[src/rtl/ship_pkg.sv]
// ship_pkg: shared state encoding and frame timer sizing for ship_lifecycle_ctrl.
// The INVULN state exists only when SHIP_INVULN_EN is defined.
package ship_pkg;

    typedef enum logic [2:0] {
        S_IDLE      = 3'd0,
        S_SPAWN     = 3'd1,
`ifdef SHIP_INVULN_EN
        S_INVULN    = 3'd2,
`endif
        S_ALIVE     = 3'd3,
        S_EXPLODE   = 3'd4,
        S_WAIT      = 3'd5,
        S_GAME_OVER = 3'd6
    } ship_state_t;

    function automatic int timer_width(input int e, input int r, input int i);
        int m;
        m = (e > r) ? e : r;
        m = (m > i) ? m : i;
        return (m > 1) ? $clog2(m) : 1;
    endfunction

endpackage

[src/rtl/ship_lifecycle_ctrl_if.sv]
// ship_lifecycle_ctrl_if: keypad/collision inputs and ship datapath controls.
// master drives the raw inputs, slave is the lifecycle controller.
interface ship_lifecycle_ctrl_if #(
    parameter int LW = 2
) ();
    logic          frame_tick;
    logic          start;
    logic          collision;
    logic          thrust_btn;
    logic          fire_btn;
    logic          thrust_en;
    logic          fire_en;
    logic          ship_respawn;
    logic          ship_visible;
    logic          exploding;
    logic          game_over;
    logic [LW-1:0] lives_left;

    modport master (
        output frame_tick, start, collision, thrust_btn, fire_btn,
        input  thrust_en, fire_en, ship_respawn, ship_visible, exploding, game_over, lives_left
    );

    modport slave (
        input  frame_tick, start, collision, thrust_btn, fire_btn,
        output thrust_en, fire_en, ship_respawn, ship_visible, exploding, game_over, lives_left
    );
endinterface

[src/rtl/ship_lifecycle_ctrl_frame_timer.sv]
// frame_timer: frame counter cleared on state entry; done flags the tick that reaches limit.
module frame_timer #(
    parameter int TW = 7
) (
    input  logic          clk,
    input  logic          resetN,
    input  logic          clear,
    input  logic          tick,
    input  logic [TW-1:0] limit,
    output logic [TW-1:0] count,
    output logic          done
);
    always_ff @(posedge clk or negedge resetN) begin
        if (!resetN) count <= '0;
        else         count <= clear ? '0 : count + TW'(tick);
    end

    assign done = tick && (count == limit);
endmodule

[src/rtl/ship_lifecycle_ctrl.sv]
// ship_lifecycle_ctrl: player ship lifecycle FSM gating thrust/fire and driving sprite enables.
// Define SHIP_INVULN_EN to add the blinking post-spawn invulnerability state.
module ship_lifecycle_ctrl
    import ship_pkg::*;
#(
    parameter int LIVES          = 3,
    parameter int EXPLODE_FRAMES = 60,
    parameter int RESPAWN_FRAMES = 30,
    parameter int INVULN_FRAMES  = 120,
    parameter int BLINK_SHIFT    = 3
) (
    input logic                  clk,
    input logic                  resetN,
    ship_lifecycle_ctrl_if.slave bus
);
    localparam int LW = $clog2(LIVES + 1);
    localparam int TW = timer_width(EXPLODE_FRAMES, RESPAWN_FRAMES, INVULN_FRAMES);

    if (BLINK_SHIFT >= TW) begin : g_blink_chk
        $error("BLINK_SHIFT must index a frame timer bit");
    end

    ship_state_t   state, state_nxt;
    logic [LW-1:0] lives, lives_nxt;
    logic [TW-1:0] count, limit;
    logic          start_q, start_rise, done, active, thrust_q, fire_q;

    assign start_rise = bus.start & ~start_q;

`ifdef SHIP_INVULN_EN
    assign active           = (state == S_INVULN) || (state == S_ALIVE);
    assign limit            = (state == S_EXPLODE) ? TW'(EXPLODE_FRAMES - 1) :
                              (state == S_WAIT)    ? TW'(RESPAWN_FRAMES - 1) : TW'(INVULN_FRAMES - 1);
    assign bus.ship_visible = (state == S_ALIVE) || ((state == S_INVULN) && !count[BLINK_SHIFT]);
`else
    assign active           = (state == S_ALIVE);
    assign limit            = (state == S_EXPLODE) ? TW'(EXPLODE_FRAMES - 1) : TW'(RESPAWN_FRAMES - 1);
    assign bus.ship_visible = (state == S_ALIVE);
`endif

    frame_timer #(.TW(TW)) u_timer (
        .clk    (clk),
        .resetN (resetN),
        .clear  (state_nxt != state),
        .tick   (bus.frame_tick),
        .limit  (limit),
        .count  (count),
        .done   (done)
    );

    always_comb begin
        state_nxt = state;
        lives_nxt = lives;
        case (state)
            S_IDLE, S_GAME_OVER: if (start_rise) begin
                state_nxt = S_SPAWN;
                lives_nxt = LW'(LIVES);
            end
`ifdef SHIP_INVULN_EN
            S_SPAWN:  state_nxt = S_INVULN;
            S_INVULN: if (done) state_nxt = S_ALIVE;
`else
            S_SPAWN:  state_nxt = S_ALIVE;
`endif
            S_ALIVE: if (bus.collision) begin
                state_nxt = S_EXPLODE;
                lives_nxt = (lives != '0) ? lives - 1'b1 : lives;
            end
            S_EXPLODE: if (done) state_nxt = (lives == '0) ? S_GAME_OVER : S_WAIT;
            S_WAIT:    if (done) state_nxt = S_SPAWN;
            default:   state_nxt = S_IDLE;
        endcase
    end

    always_ff @(posedge clk or negedge resetN) begin
        if (!resetN) begin
            state    <= S_IDLE;
            lives    <= '0;
            start_q  <= 1'b0;
            thrust_q <= 1'b0;
            fire_q   <= 1'b0;
        end else begin
            state    <= state_nxt;
            lives    <= lives_nxt;
            start_q  <= bus.start;
            thrust_q <= bus.thrust_btn & active;
            fire_q   <= bus.fire_btn & active;
        end
    end

    assign bus.thrust_en    = thrust_q;
    assign bus.fire_en      = fire_q;
    assign bus.ship_respawn = (state == S_SPAWN);
    assign bus.exploding    = (state == S_EXPLODE);
    assign bus.game_over    = (state == S_GAME_OVER);
    assign bus.lives_left   = lives;
endmodule
[src/flat_wrapper.sv]
// flat-port wrapper written by rule: the top's interface ports become plain ports
module ship_lifecycle_ctrl_flat import ship_pkg::*;
#(
    parameter int LIVES          = 3,
    parameter int EXPLODE_FRAMES = 60,
    parameter int RESPAWN_FRAMES = 30,
    parameter int INVULN_FRAMES  = 120,
    parameter int BLINK_SHIFT    = 3
)
  (clk, resetN, bus_frame_tick, bus_start, bus_collision, bus_thrust_btn, bus_fire_btn, bus_thrust_en, bus_fire_en, bus_ship_respawn, bus_ship_visible, bus_exploding, bus_game_over, bus_lives_left);
  ship_lifecycle_ctrl_if bus_i ();
  input logic clk;
  input logic resetN;
  input wire logic [$bits(bus_i.frame_tick)-1:0] bus_frame_tick;
  input wire logic [$bits(bus_i.start)-1:0] bus_start;
  input wire logic [$bits(bus_i.collision)-1:0] bus_collision;
  input wire logic [$bits(bus_i.thrust_btn)-1:0] bus_thrust_btn;
  input wire logic [$bits(bus_i.fire_btn)-1:0] bus_fire_btn;
  output wire logic [$bits(bus_i.thrust_en)-1:0] bus_thrust_en;
  output wire logic [$bits(bus_i.fire_en)-1:0] bus_fire_en;
  output wire logic [$bits(bus_i.ship_respawn)-1:0] bus_ship_respawn;
  output wire logic [$bits(bus_i.ship_visible)-1:0] bus_ship_visible;
  output wire logic [$bits(bus_i.exploding)-1:0] bus_exploding;
  output wire logic [$bits(bus_i.game_over)-1:0] bus_game_over;
  output wire logic [$bits(bus_i.lives_left)-1:0] bus_lives_left;
  assign bus_i.frame_tick = bus_frame_tick;
  assign bus_i.start = bus_start;
  assign bus_i.collision = bus_collision;
  assign bus_i.thrust_btn = bus_thrust_btn;
  assign bus_i.fire_btn = bus_fire_btn;
  assign bus_thrust_en = bus_i.thrust_en;
  assign bus_fire_en = bus_i.fire_en;
  assign bus_ship_respawn = bus_i.ship_respawn;
  assign bus_ship_visible = bus_i.ship_visible;
  assign bus_exploding = bus_i.exploding;
  assign bus_game_over = bus_i.game_over;
  assign bus_lives_left = bus_i.lives_left;
  ship_lifecycle_ctrl #(.LIVES(LIVES), .EXPLODE_FRAMES(EXPLODE_FRAMES), .RESPAWN_FRAMES(RESPAWN_FRAMES), .INVULN_FRAMES(INVULN_FRAMES), .BLINK_SHIFT(BLINK_SHIFT)) u_core (.clk(clk), .resetN(resetN), .bus(bus_i));
endmodule
[config.mk]
export PLATFORM = sky130hd
export DESIGN_NAME = ship_lifecycle_ctrl_flat
export DESIGN_NICKNAME = d
export VERILOG_FILES = /design/src/rtl/ship_pkg.sv /design/src/rtl/ship_lifecycle_ctrl_if.sv /design/src/rtl/ship_lifecycle_ctrl_frame_timer.sv /design/src/rtl/ship_lifecycle_ctrl.sv /design/src/flat_wrapper.sv
export SDC_FILE = /design/constraint.sdc
export NUM_CORES = 1
export LEC_CHECK = 0
export CAP_MARGIN = 40
export CORE_MARGIN = 2
export CORE_UTILIZATION = 45
export DETAILED_ROUTE_END_ITERATION = 8
export GPL_TIMING_DRIVEN = 0
export PLACE_DENSITY = 0.69
export SETUP_SLACK_MARGIN = 0.3
export SYNTH_ARGS = -nofsm -noshare
export SYNTH_HDL_FRONTEND = slang
export SYNTH_HIERARCHICAL = 1
export SYNTH_SLANG_ARGS = --single-unit
[constraint.sdc]
create_clock -name clk -period 2.85 [get_ports clk]
set_clock_uncertainty 0.05 [all_clocks]
set_input_delay 0.7125 -clock clk [delete_from_list [all_inputs] [get_ports clk]]
set_output_delay 0.7125 -clock clk [all_outputs]
set_load 0.05 [all_outputs]
==> key figures, run 1 <==
Run status
  – Status: finished, final reports clean

Yosys
  – EDFF count, synth: 0
  – Async SR Flop Fraction: 100%
  – List of most frequent post-synthesis cells: dfrtp_1, a21oi_1, xnor2_1, nor2_1, o21ai_0
  – Post-synthesis instance area: 947 µm²
  – Synth area leader: dfrtp_1
  – Synthesized area per cell: 9.66 µm²
  – Cell types occupying the most area after synthesis: dfrtp_1, xnor2_1, a21oi_1, ha_1, nor2b_4
  – Synth Instances: 98
  – Sequential cell area fraction in the yosys report: 39.6%
  – Most common cell in the netlist: dfrtp_1
  – Area share of the largest cell type after synthesis: 39.6%
  – Number of warning messages in the yosys log: 6
  – Seq cells post-synth: 15
  – Distinct cell type count after synthesis: 32
  – Main flop type after synthesis: dfrtp_1

Finish
  – Number of nets in the final layout: 131
  – Area growth from synthesis to layout: 22.3%
  – Final standard cell count with taps included and fillers excluded: 146
  – Fraction of final layout cells sized beyond drive strength 1: 11.8%
  – Diode insertion count for antenna repair: 0
  – Total of fill cells in the finished design: 172

Timing
  – Final period util: 86.1%
  – Achievable frequency: 408 MHz
  – Shortest period the worst path allows: 2.45 ns
  – Number of setup violations in the final report: 0
  – Normalized max-slew margin: 56.4%
  – Unrepaired setup endpoints after global routing: no
  – Final setup TNS: 0 ns
  – Endpoints failing hold: 0
  – Slew of the pin with the lowest slew margin: 0.652 ns
  – Count of pins over their slew limit: 0

Route
  – Drt drc: 0
  – Wire length on met1: 839 µm
  – Top routing layer in use: met4
  – Vias: 774
  – Routed length on met2: 960 µm
  – Met3 wire length: 66 µm
  – Routed WL per cell: 12.8 µm
  – Routed Wire Length: 1.88 mm
  – Drt via density: 5.30
  – Iteration-0 DRC Markers: 20
  – TritonRoute pass-1 iters: 4
  – Number of routed nets with antenna violations: 0

Critical path
  – Data arrival at the endpoint of the critical path: 1.69 ns
  – Critical Path Slowest Stage Cell: dlygate4sd2_1
  – Worst Path Buf+Inv: 2
  – Startpoint kind of the worst setup timing path: flip-flop
  – Delay of the slowest cell on the worst path: 0.53 ns
  – Worst path cell trace: buf_6 -> nor2b_4 -> and2_1 -> dlygate4sd2_1
  – Kind of capture point of the worst setup path: output pin
  – Critical path data required time: 2.09 ns
  – CP Class: reg2out
  – Crit Path Max Fanout: 10
  – Top delay family on crit path: buffers and inverters

Power
  – Cell Pwr Density: 909 nW/µm²
  – Maximum ir drop on the vdd rail: 0.539 mV
  – Final Total Pwr: 0.00105 W
  – Static power due to leakage: 0.505 nW

Place
  – Number of buffers added on ports: 14
  – Detail Placement HPWL: 1.31 mm
  – Inst Count DP: 141
  – Global placement routability congestion: 0.801

Run
  – Maxcap violations: 0

Clock network
  – Buffer levels on the longest clock path: 2
  – Clock transition at the registers of the reported paths: 0.09 ns
  – Clock sink count: 15
  – Total number of H-tree levels: 1
  – TritonCTS buffer count: 3
  – CTS tree: built
  – Clock latency of the later-clocked register in the worst-skew pair: 0.27 ns
  – Number of buffers inserted for hold repair after clock tree synthesis: 0
  – Root buf cell: clkbuf_4

Global routing
  – Overflow left after global routing: 0
  – First-pass GRT wire length: 3.15 mm
  – Largest net degree at the start of global routing: 16
  – Global-route usage over all layers: 16.5%
  – Initial antenna violation count: 0
  – Vias in the first global route: 730

Floorplanning
  – Core Rows: 16
  – Die height: 49.9 µm
  – Total core area: 1980 µm²
  – Top-Level Pins: 15
  – Initial core utilization: 47.8%
  – Area of the die: 2490 µm²
  – Die extent in x: 49.9 µm

Hold path
  – Worst hold path type: reg2reg
## cells by family (layout without fill, tap and decap cells)
| kind of cell | count (synthesis) | in the layout | synth area share [%] |
|---|---|---|---|
| simple gates | 37 | 37 | 26.7 |
| compound gates | 23 | 23 | 13.3 |
| flops | 15 | 15 | 39.6 |
| xor+xnor | 11 | 11 | 10.2 |
| buf+inv | 6 | 25 | 4.09 |
| fa+ha+maj | 4 | 4 | 5.28 |
| other cells | 2 | 4 | 0.793 |
## where the power goes
group / switching (W) / internal, W / leakage, nW / total (W)
Clock: 0.0000638 / 0.0000542 / 0.0150 / 0.000118
Sequential: 0.0000443 / 0.000262 / 0.192 / 0.000307
Combinational: 0.000376 / 0.000252 / 0.297 / 0.000629
## metrics by stage
stage	utilization [%]	setup WS, ns	hold WS (ns)	area (µm²)
2_1_floorplan	-	0.502	0.367	955
4_1_cts	58.0	0.309	0.488	1150
6_report	58.5	0.397	0.477	1160
3_5_place_dp	56.9	0.207	0.465	1130
5_1_grt	58.5	0.269	0.516	1160
3_3_place_gp	56.9	0.293	0.461	1130
## final cells by class
type	count	area (µm²)	area share, %
repair buffers	15	140	12.1
clock buffers	4	26.3	2.27
inverters	3	11.3	0.972
plain buffers	3	27.5	2.38
flip-flops and latches	15	375	32.4
well taps	27	33.8	2.92
multi-input cells	79	544	47.0
## repair_timing
| item | CTS | global route |
|---|---|---|
| setup endpoints to repair | 4 | 9 |
| setup buffers | 0 | 1 |
| pin swaps | 0 | 1 |
| gates resized for setup | 4 | 4 |
## worst paths after layout
| kind | slack, ns | from | to | depth (start not counted) |
|---|---|---|---|---|
| max in group asynchronous | 1.55 | resetN | u_core/u_timer/count[4] | 1 |
| hold reg to reg | 0.48 | u_core/bus.lives_left[1] | u_core/bus.lives_left[1] | 1 |
| setup / recovery | 0.40 | u_core/state[0] | bus_ship_visible | 4 |
| min in group asynchronous | 0.78 | resetN | u_core/bus.lives_left[1] | 1 |
| hold / removal | 0.48 | u_core/bus.lives_left[1] | u_core/bus.lives_left[1] | 1 |
| setup reg to reg | 0.51 | u_core/state[2] | u_core/u_timer/count[6] | 13 |
## sequential cells by signal, indices dropped and copies added, names as in the netlist
register and flops:
u_core/state 3, u_core/bus.fire_en 1, u_core/bus.lives_left 2, u_core/start_q 1
u_core/u_timer/count 7, u_core/bus.thrust_en 1
## cells in the final DEF (no fill, tap or decap), types with 2 or more instances in the layout
master           instances
xor2_1                   2
nand2b_1                 2
inv_1                    3
dfrtp_1                 15
and2_1                   2
buf_6                    2
nor2b_4                  3
clkdlybuf4s50_1         10
o21ai_0                  6
nand3_1                  2
nor3_1                   2
and3_1                   2
nand4_1                  2
dlygate4sd2_1            2
xnor2_1                  9
a21oi_1                 11
nor2b_1                  4
nand2_1                  4
conb_1                   4
ha_1                     4
or3_1                    2
nor2_1                   7
clkbuf_4                 3
## worst register-to-register path, stage by stage (launching register included)
cell      delay [ns]
dfrtp_1         0.35
buf_6           0.15
nor2b_4         0.22
nand2b_1        0.12
inv_1           0.13
xnor2_1         0.13
nand4_1         0.11
nor2_1          0.21
nand2_1         0.14
a21boi_0        0.25
a311oi_1        0.09
o21ai_2         0.08
buf_4           0.16
a21oi_1         0.05
## layer usage
| layer | up-vias | GRT usage, % |
|---|---|---|
| met4 | 0 | 5.56 |
| met5 | - | 0 |
| li1 | 377 | - |
| met1 | 379 | 20.5 |
| met3 | 2 | 3.03 |
| met2 | 16 | 28.4 |
Note: power is estimated with default switching activity, not from simulation.
==> inputs of run 2 (changes only) <==
- CORE_MARGIN: 2 -> 4
==> run 2 against run 1 <==
Compared with the run above: clock power hardly changed; sequential cell count stayed put; via count is 2.7% lower; critical path depth stayed put; maximum frequency hardly changed; final cell count is 0.68% lower; register-to-register slack better by 0.02 ns; largest cell class unchanged; combinational power is 3% lower; non-clock buffer count is 1 lower; cell area is 0.65% lower; sequential share of layout area is 0.21 points higher; core utilization is 0.38 points lower.
==> key figures, run 2 (same netlist as run 1, synthesis figures left out) <==
Floorplanning
  – Area of the die: 2900 µm² (was 2490 µm²)
  – Total core area: 1980 µm² (unchanged)
  – Top-Level Pins: 15 (unchanged)
  – Initial core utilization: 47.8% (unchanged)
  – Die height: 53.9 µm (was 49.9 µm)
  – Core Rows: 16 (unchanged)
  – Die extent in x: 53.9 µm (was 49.9 µm)

Route
  – Drt via density: 5.19 (was 5.30)
  – Drt drc: 0 (unchanged)
  – TritonRoute pass-1 iters: 4 (unchanged)
  – Number of routed nets with antenna violations: 0 (unchanged)
  – Routed Wire Length: 1.83 mm (was 1.88 mm)
  – Wire length on met1: 857 µm (was 839 µm)
  – Met3 wire length: 67 µm (was 66 µm)
  – Routed WL per cell: 12.6 µm (was 12.8 µm)
  – Top routing layer in use: met4 (unchanged)
  – Routed length on met2: 893 µm (was 960 µm)
  – Vias: 753 (was 774)
  – Iteration-0 DRC Markers: 27 (was 20)

Finish
  – Top library cells by usage in the layout, fill and taps aside: dfrtp_1, a21oi_1, clkdlybuf4s50_1, xnor2_1, nor2_1 (unchanged)
  – Area taken by multi-input logic gates: 544 µm² (unchanged)
  – Diode insertion count for antenna repair: 0 (unchanged)
  – Area of all sequential standard cells: 375 µm² (unchanged)
  – Largest register FFs: 7 (unchanged)
  – Core occupancy in the finished layout: 58.1% (was 58.5%)
  – Number of nets in the final layout: 130 (was 131)
  – Total of fill cells in the finished design: 177 (was 172)
  – Most flops, register: u_core/u_timer/count (unchanged)
  – Area growth from synthesis to layout: 21.5% (was 22.3%)
  – Fraction of final layout cells sized beyond drive strength 1: 11.0% (was 11.8%)
  – Most frequent standard cell in the layout excluding fill and tap cells: dfrtp_1 (unchanged)

Global routing
  – Overflow left after global routing: 0 (unchanged)
  – Global-route usage over all layers: 14.1% (was 16.5%)
  – Largest net degree at the start of global routing: 16 (unchanged)
  – Initial antenna violation count: 0 (unchanged)
  – First-pass GRT wire length: 2.95 mm (was 3.15 mm)
  – Vias in the first global route: 715 (was 730)

Power
  – Portion of total power attributed to the clock network: 11.5% (was 11.2%)
  – Sw Pwr: 0.000481 W (was 0.000485 W)
  – Static power due to leakage: 0.500 nW (was 0.505 nW)
  – Cell Pwr Density: 900 nW/µm² (was 909 nW/µm²)
  – Switching share of total power: 46.4% (was 46.0%)
  – Maximum ir drop on the vdd rail: 0.613 mV (was 0.539 mV)
  – Cell internal power dissipation: 0.000555 W (was 0.000569 W)
  – Sequential cell fraction of total power: 29.5% (was 29.1%)
  – Part of the total power dissipated in combinational logic: 58.9% (was 59.7%)

Clock network
  – Total number of H-tree levels: 1 (unchanged)
  – Clock transition at the registers of the reported paths: 0.09 ns (about the same)
  – Clock sink count: 15 (unchanged)
  – Buffer levels on the longest clock path: 2 (unchanged)
  – TritonCTS buffer count: 3 (unchanged)
  – Clock latency of the later-clocked register in the worst-skew pair: 0.28 ns (was 0.27 ns)
  – Number of buffers inserted for hold repair after clock tree synthesis: 0 (unchanged)
  – Root buf cell: clkbuf_4 (unchanged)
  – CTS tree: built (unchanged)

Timing
  – Final period util: 86.1% (about the same)
  – Worst setup margin: 0.397 ns (about the same)
  – Slew of the pin with the lowest slew margin: 0.660 ns (was 0.652 ns)
  – Final setup TNS: 0 ns (unchanged)
  – Achievable frequency: 408 MHz (about the same)
  – Normalized max-slew margin: 55.9% (was 56.4%)
  – Unrepaired setup endpoints after global routing: no (unchanged)
  – Count of pins over their slew limit: 0 (unchanged)
  – Endpoints failing hold: 0 (unchanged)
  – Min Hold Slack: 0.478 ns (was 0.477 ns)
  – Shortest period the worst path allows: 2.45 ns (about the same)
  – Number of setup violations in the final report: 0 (unchanged)

Critical path
  – Data arrival at the endpoint of the critical path: 1.69 ns (about the same)
  – Critical path data required time: 2.09 ns (about the same)
  – Crit Path Max Fanout: 10 (unchanged)
  – Cells on worst reg2reg path: 12 (was 13)
  – Reg-to-Reg End: u_core/u_timer/count[4] (was u_core/u_timer/count[6])
  – CP Class: reg2out (unchanged)
  – Startpoint kind of the worst setup timing path: flip-flop (unchanged)
  – Kind of capture point of the worst setup path: output pin (unchanged)
  – Minimum setup slack among reg-to-reg paths: 0.53 ns (was 0.51 ns)
  – Launch point of the worst reg-to-reg path: u_core/state[2] (unchanged)

Hold path
  – Terminating pin of the worst hold path: u_core/bus.lives_left[1] (unchanged)
  – Worst hold path type: reg2reg (unchanged)
  – Min-delay src: u_core/bus.lives_left[1] (unchanged)
  – Worst hold path stage count: 1 (unchanged)

Run
  – Maxcap violations: 0 (unchanged)

Run status
  – Status: finished, final reports clean (unchanged)

Place
  – Detail Placement HPWL: 1.36 mm (was 1.31 mm)
  – Global placement routability congestion: 0.815 (was 0.801)
  – Number of buffers added on ports: 14 (unchanged)
  – Post-placement worst setup slack: 0.196 ns (was 0.207 ns)
## run 2: cell count changes in the layout (fill, tap and decap cells not counted), sizes merged
cell	before	now
buf	4	3
## run 2: worst max-delay path by stage
stage                     from                      end  slack (ns)
6_report       u_core/state[0]         bus_ship_visible        0.40
5_1_grt        u_core/state[2]            bus_game_over        0.31
4_1_cts        u_core/state[2]            bus_exploding        0.32
3_5_place_dp    bus_frame_tick  u_core/u_timer/count[3]        0.20
3_3_place_gp    bus_frame_tick  u_core/u_timer/count[4]        0.29
2_1_floorplan  u_core/state[2]  u_core/u_timer/count[2]        0.50
## run 2: final cells by class
class / instances / share of cell area (%)
multi-input combinational: 79 / 47.3
sequential: 15 / 32.6
timing repair buffer: 14 / 11.5
tap: 27 / 2.93
buffer: 3 / 2.39
clock buffer: 4 / 2.28
inverter: 3 / 0.978
## run 2: critical path, stage by stage (launching register included)
cell and delay [ns]:
dfrtp_1 0.35, buf_6 0.15, nor2b_4 0.20, and2_1 0.18, dlygate4sd2_1 0.54
## run 2: repair_timing
action,in CTS,in global routing
endpoints found under the setup margin,4,9
buffers inserted,0,0
gates resized for setup,4,4
hold endpoints to repair,0,0
## run 2: through the flow
stage / total power [W] / instance area [µm²] / std cells
after floorplan: 0.000766 / 955 / 100
after global placement: 0.000918 / 1130 / 141
after detailed placement: 0.000927 / 1130 / 141
after CTS: 0.00103 / 1150 / 145
after global routing: 0.00111 / 1150 / 145
final: 0.00104 / 1150 / 145
## run 2: routing by layer
metal	GRT usage, %	vias to the layer above
met4	6.38	0
met3	1.66	2
met1	18.1	355
li1	-	376
met5	0	-
met2	23.6	20
## run 2: power by group through the flow
stage / Clock, W / Combinational (W) / Sequential [W]
2_1_floorplan: 0 / 0.000397 / 0.000369
3_3_place_gp: 0 / 0.000607 / 0.000311
3_5_place_dp: 0 / 0.000616 / 0.000311
4_1_cts: 0.000123 / 0.000605 / 0.000307
5_1_grt: 0.000136 / 0.000660 / 0.000315
6_report: 0.000119 / 0.000611 / 0.000306
